==> src/rtl/rx_block_packer.sv <==
`default_nettype none
// ============================================================================
// Module   : rx_block_packer
// Purpose  : Packs Rx FIFO bytes MSB-first into cipher blocks and holds each
//            finished block for the cipher core's valid/ready handshake.
// Revision : 1.0 - initial release
// ============================================================================
module rx_block_packer #(
    parameter int DATA_W          = 8,
    parameter int BYTES_PER_BLOCK = 8,
    parameter int CNT_W           = $clog2(BYTES_PER_BLOCK + 1)
) (
    input  logic                              clk,
    input  logic                              reset,
    input  logic                              read_fifo,
    input  logic [DATA_W-1:0]                 rx_data,
    input  logic                              is_encrypt,
    output logic                              accepted,
    output logic [DATA_W*BYTES_PER_BLOCK-1:0] block_out,
    output logic                              block_is_encrypt,
    output logic                              block_valid,
    input  logic                              block_ready,
    output logic [CNT_W-1:0]                  fill_count
);

    localparam int             BLOCK_W   = DATA_W * BYTES_PER_BLOCK;
    localparam logic [CNT_W-1:0] LAST_SLOT = CNT_W'(BYTES_PER_BLOCK - 1);
    localparam logic [CNT_W-1:0] FULL_CNT  = CNT_W'(BYTES_PER_BLOCK);

    typedef enum logic [0:0] {
        FILL = 1'b0,
        HOLD = 1'b1
    } state_t;

    state_t               state_q, state_d;
    logic                 accepted_q, accepted_d;
    logic [BLOCK_W-1:0]   block_q, block_d;
    logic                 mode_q, mode_d;
    logic [CNT_W-1:0]     fill_count_q, fill_count_d;

    always_ff @(posedge clk) begin
        if (reset) begin
            state_q      <= FILL;
            accepted_q   <= 1'b0;
            block_q      <= '0;
            mode_q       <= 1'b0;
            fill_count_q <= '0;
        end else begin
            state_q      <= state_d;
            accepted_q   <= accepted_d;
            block_q      <= block_d;
            mode_q       <= mode_d;
            fill_count_q <= fill_count_d;
        end
    end

    always_comb begin
        state_d      = state_q;
        accepted_d   = 1'b0;
        block_d      = block_q;
        mode_d       = mode_q;
        fill_count_d = fill_count_q;

        case (state_q)
            FILL: begin
                if (read_fifo) begin
                    // Slot k lives k bytes below the MSB end of the block.
                    for (int i = 0; i < BYTES_PER_BLOCK; i++) begin
                        if (fill_count_q == CNT_W'(i)) begin
                            block_d[BLOCK_W-1-i*DATA_W -: DATA_W] = rx_data;
                        end
                    end
                    if (fill_count_q == '0) begin
                        mode_d = is_encrypt;
                    end
                    accepted_d   = 1'b1;
                    fill_count_d = fill_count_q + CNT_W'(1);
                    if (fill_count_q == LAST_SLOT) begin
                        state_d      = HOLD;
                        fill_count_d = FULL_CNT;
                    end
                end
            end
            HOLD: begin
                // A read in the transfer cycle is refused; the MCU retries.
                if (block_ready) begin
                    state_d      = FILL;
                    fill_count_d = '0;
                end
            end
            default: begin
                state_d = FILL;
            end
        endcase
    end

    assign accepted         = accepted_q;
    assign block_out        = block_q;
    assign block_is_encrypt = mode_q;
    assign block_valid      = (state_q == HOLD);
    assign fill_count       = fill_count_q;

endmodule
`default_nettype wire
==> config.mk <==
export PLATFORM = sky130hd
export DESIGN_NAME = rx_block_packer
export DESIGN_NICKNAME = d
export VERILOG_FILES = /design/src/rtl/rx_block_packer.sv
export SDC_FILE = /design/constraint.sdc
export NUM_CORES = 1
export LEC_CHECK = 0
export CAP_MARGIN = 40
export CORE_MARGIN = 2
export CORE_UTILIZATION = 45
export DETAILED_ROUTE_END_ITERATION = 16
export PLACE_DENSITY = 0.77
export SLEW_MARGIN = 20
export SYNTH_ARGS = -nofsm -noshare
export SYNTH_HDL_FRONTEND = slang
export SYNTH_SLANG_ARGS = --single-unit
==> constraint.sdc <==
create_clock -name clk -period 1.7 [get_ports clk]
set_input_delay 0.34 -clock clk [delete_from_list [all_inputs] [get_ports clk]]
set_output_delay 0.34 -clock clk [all_outputs]
set_load 0.005 [all_outputs]
; ---- After elaboration in Yosys (flattened, before gate mapping)
; Index checks and enable logic that the tools add are counted.
[word_totals]
register_bits = 71
input_bits = 13
out_inout_bits = 71
word_cells = 43
[op_classes]
n_addsub = 1
eq_ne = 9
mux = 9
bitwise = 1
reduce_logical = 11
[ops]
columns = operator, n
row1 = $reduce_and 3->1, 8
row2 = $eq 4x3->1 const B, 4
row3 = $mux 4, 3
row4 = $eq 4x2->1 const B, 2
row5 = $pmux 4 s2, 1
row6 = $add 4x1->4 const B, 1
row7 = $eq 4x1->1 const B, 1
row8 = $logic_not 4->1, 1
row9 = $mux 1, 4
row10 = $ne 2x2->1 const B, 2
row11 = $pmux 1 s2, 1
row12 = $reduce_and 2->1, 1
row13 = $reduce_or 2->1, 1
row14 = $not 1->1, 1

; ---- Logic depth before layout (Yosys ltp)
; Gate-level depths: netlist of the first run.
[depth]
depth_word = 4
mapped_depth = 5
depth_no_buf = 4

; ---- Worst setup path after synthesis of the first run
; No wires, ideal clock.
[synth_path]
path_kind = register to register
from = reg fill_count_q[0], in the netlist fill_count[0]
to = reg mode_q, in the netlist block_is_encrypt
setup_ns = 0.072
t_arrival_ns = 1.190
t_required_ns = 1.628
setup_slack_ns = 0.438
stages_incl_launch_ff = 6
n_path_buf = 1
period_less_slack_ns = 1.262
path_cell_list = dfxtp_1 > inv_1 > ha_1 > nand3_1 > buf_2 > mux2i_1
[synth_between]
elab_chain_cells = 2
[synth_lines]
columns = element, line_no
row1 = "start, declared", 39  ; logic [CNT_W-1:0] fill_count_q, fill_count_d;
row2 = "start signal, assigned", 53  ; fill_count_q <= fill_count_d;
row3 = $logic_not 4->1, 73  ; if (fill_count_q == '0) begin
row4 = $reduce_and 3->1 (no line), --
row5 = "end signal, assigned", 52  ; mode_q <= mode_d;
row6 = "end, declared", 38  ; logic mode_q, mode_d;
; No other way between the ends.
; A chain may end at the register's enable or synchronous reset.

; ---- Worst setup path in the final report of the first run
[layout_path]
from = reg fill_count_q[2], in the netlist fill_count[2]
to = out fill_count[2]
[layout_rtl]
columns = element, line_no
row1 = "end, declared", 23  ; output logic [CNT_W-1:0] fill_count
; No word-level cell between the ends.

==> summary.txt, run 1 <==
STATUS
------------------------------------------------------------------------------------
Run status                                                                 completed

WORST HOLD PATH
------------------------------------------------------------------------------------
Startpoint of the tightest hold check path                              block_out[8]
Hold EP                                                                 block_out[8]
Cell count of the worst hold path                                                  2
Worst hold path type                                                    flop to flop

WORST SETUP PATH
------------------------------------------------------------------------------------
Start of the worst register-to-register path                             block_valid
Number of buffer and inverter instances along the worst setup path                 1
Worst reg-to-reg setup slack                                                  300 ps
Setup crit end kind                                                     primary output
Worst endpoint required time                                                 1360 ps
Slowest-stage cell, CP                                                  clkdlybuf4s50_1
First element of the critical path                                      fill_count[2]
Worst Setup Path Type                                                   flop to primary output
Data arrival at the endpoint of the critical path                            1240 ps
Top fanout value on the critical path                                              7
Startpoint kind of the worst setup timing path                                  flop
Maximum single-stage delay on the critical path                               510 ps
Cell count of the worst reg-to-reg path                                            4
Crit path max-delay family                                              buffers and inverters
Capture instance of the worst register-to-register path                 block_out[18]
Critical-path cell list                                                 clkdlybuf4s50_1

CLOCK TREE
------------------------------------------------------------------------------------
TritonCTS clock tree                                                           built
Max Root-Sink Buffers                                                              2
Clock insertion delay at the later pin of the skew report                     350 ps
Level count of the clock H-tree                                                    3
Clk sinks                                                                         71
Worst-path clk slew                                                            70 ps
# Post-CTS Setup Buffers                                                           0
Clock root cell                                                             clkbuf_8
Total clock buffers created by CTS                                                 9

GRT
------------------------------------------------------------------------------------
Number of global-route vias before repair                                       2166
Met2 track demand over resource in global routing                              33.0%
Total congestion overflow after global routing                                     0
Total global-route track usage                                                 19.9%
GR peak layer                                                                   met2
GR met1 Demand/Resource                                                        24.8%
Pin count of the biggest net entering global routing                              25
Met3 capacity usage during global routing                                      4.03%
Initial antenna violation count                                                    0
Wire length of the first global-routing pass                                11000 um

PWR
------------------------------------------------------------------------------------
Leakage power total                                                          1.79 nW
Power density over the cells                                             799 nW/um^2
IR drop worst, VDD                                                          0.496 mV

ROUTE
------------------------------------------------------------------------------------
Count of nets left with antenna violations after detail routing                    0
Drc violations                                                                     0
DRT Wirelength                                                               6710 um
Detail-routed net length per standard cell                                   15.3 um
Routed vias/inst                                                                4.93
Iteration count of the initial detailed-routing pass                               4
Vias after detailed routing                                                     2171
Initial DRC Count                                                                 78

SYNTHESIS
------------------------------------------------------------------------------------
Most common cell in the netlist                                             nand2b_1
Cell variety after synth                                                          25
Register area share after synthesis                                            48.9%
Leading area contributor after synthesis                                     dfxtp_1
Proportion of netlist area held by the largest area contributor                48.9%
Flip-flop cell with the highest count after synthesis                        dfxtp_1
Mean cell area of the mapped netlist                                      10.7 sq um
Area of the mapped netlist                                                2910 sq um
Flip-flop and latch count after synthesis                                         71
Cells taking the most area after synthesis                              dfxtp_1 49%, mux2i_1 22%, nand2b_1 16%
Share of flip-flops with an asynchronous set or reset after synthesis             0%
Count of flip-flops with a built-in enable after synthesis                         0
Cells after synthesis                                                            272
Most frequent cells after synthesis                                     75 x nand2b_1, 71 x dfxtp_1, 65 x mux2i_1
Synth Warn #                                                                       0
Number of nets produced by synthesis                                             289

PLACED DESIGN
------------------------------------------------------------------------------------
Final GP Congestion                                                            0.790
Port buffer count                                                                 83
Estimated wirelength of the detail-placed design                             4650 um

STA
------------------------------------------------------------------------------------
Transition at the pin with the smallest max-transition slack                  479 ps
Final hold viol count                                                              0
Fmax achieved                                                                631 MHz
Number of endpoints failing setup at the final stage                               0
Final Skew                                                                   7.43 ps
Smallest hold slack                                                           475 ps
RSZ-0062 raised after global routing                                           false
Share of the clock period used by the worst path                               93.2%
Total negative slack                                                            0 ps
Worst relative slew slack                                                      68.1%
Pins over their slew limit                                                         0
Final Critical Period                                                        1580 ps

FLOORPLANNING
------------------------------------------------------------------------------------
Floorplan die area                                                        7120 sq um
Chip width                                                                   84.4 um
Number of placed I/O pins                                                         84
Std-Cell Core Area                                                        6310 sq um
Initial Utilization                                                            46.1%
Row count                                                                         29
Vertical extent of the die                                                   84.4 um

LAYOUT
------------------------------------------------------------------------------------
Antenna cells                                                                      0
Total number of nets in the final design                                         375
Share of layout cells above drive strength 1                                   11.3%
Area Overhead vs Synth                                                         39.7%

JOB
------------------------------------------------------------------------------------
Max-capacitance violation count                                                    0

-- kinds of logic (layout without fill, tap and decap cells) --
logic type,after synthesis,in the layout,share of synthesized area [%]
buf+inv,23,114,3.53
compound gates,11,11,2.37
mux,65,65,22.4
simple gates,98,98,21.2
flops,71,71,48.9
fa+ha+maj,4,4,1.72
-- power breakdown --
part,internal (mW),switching [mW]
Combinational,0.165,0.130
Clock,0.609,0.625
Sequential,1.70,0.0215
Total,2.47,0.776
-- worst max-delay path by stage --
stage | end | slack, ps | cells past startpoint
2_1_floorplan | block_is_encrypt | 440 | 5
3_3_place_gp | block_out[20] | -100 | 5
3_5_place_dp | block_out[16] | -110 | 5
4_1_cts | fill_count[2] | 10 | 1
5_1_grt | block_valid | 80 | 1
6_report | fill_count[2] | 120 | 1
-- layout make-up --
type | count | area, sq um
clock buffer | 12 | 155
multi-input combinational | 178 | 1390
tap | 77 | 96.3
clock inverter | 4 | 30.0
inverter | 2 | 7.51
timing repair buffer | 96 | 961
sequential | 71 | 1430
fill | 513 | 2250
-- what timing repair did --
action / in CTS / in global routing
endpoints found under the setup margin: 0 / 5
hold buffers: 0 / 0
gates resized for setup: 0 / 5
hold endpoints to repair: 0 / 0
-- stage by stage --
| stage | instances | power (mW) | worst slack, ps | area [sq um] | utilization [%] |
|---|---|---|---|---|---|
| after floorplan | 272 | 1.91 | 438 | 2910 | - |
| after global placement | 424 | 2.05 | -99.1 | 3870 | 61.3 |
| after detailed placement | 424 | 2.05 | -113 | 3870 | 61.3 |
| after CTS | 440 | 3.28 | 12.3 | 4060 | 64.2 |
| after global routing | 440 | 3.39 | 75.2 | 4060 | 64.3 |
| final | 440 | 3.25 | 116 | 4060 | 64.3 |
-- per-layer routing --
metal  up-vias  wire length (um)
met5         -                 0
met4         0                89
met3         6               261
met2        51              3330
met1      1040              3030
li1       1074                 -
-- sequential cells by signal, summed over array words and instances (netlist names) --
register and cells:
block_is_encrypt 1, fill_count 4, accepted 1, block_out 64, block_valid 1
-- cell usage in the layout (no fill, tap or decap) --
cell type	instances
clkdlybuf4s50_1	82
nand2b_1	75
dfxtp_1	66
mux2i_1	65
clkbuf_8	11
buf_4	10
nand3_2	6
a21oi_1	5
dfxtp_2	5
nor2_1	4
nand2_1	4
ha_1	4
clkinvlp_4	4
buf_12	3
inv_1	2
nor2b_1	2
and3_1	2
nand3_1	2
o21ai_0	2
and2b_1	1
a211oi_1	1
o21ba_2	1
a21o_1	1
nor3_1	1
nand4b_1	1
o41ai_1	1
clkbuf_1	1
buf_2	1
Power figures use the tool's default switching activity.
==> inputs of run 2 (changes only) <==
--- a/config.mk
+++ b/config.mk
@@ -5,7 +5,7 @@
 export SDC_FILE = /design/constraint.sdc
 export NUM_CORES = 1
 export LEC_CHECK = 0
-export CAP_MARGIN = 40
+export CAP_MARGIN = 0
 export CORE_MARGIN = 2
 export CORE_UTILIZATION = 45
 export DETAILED_ROUTE_END_ITERATION = 16
==> results of run 2 <==
Final layout, timing and power as in run 1 (identical DEF).
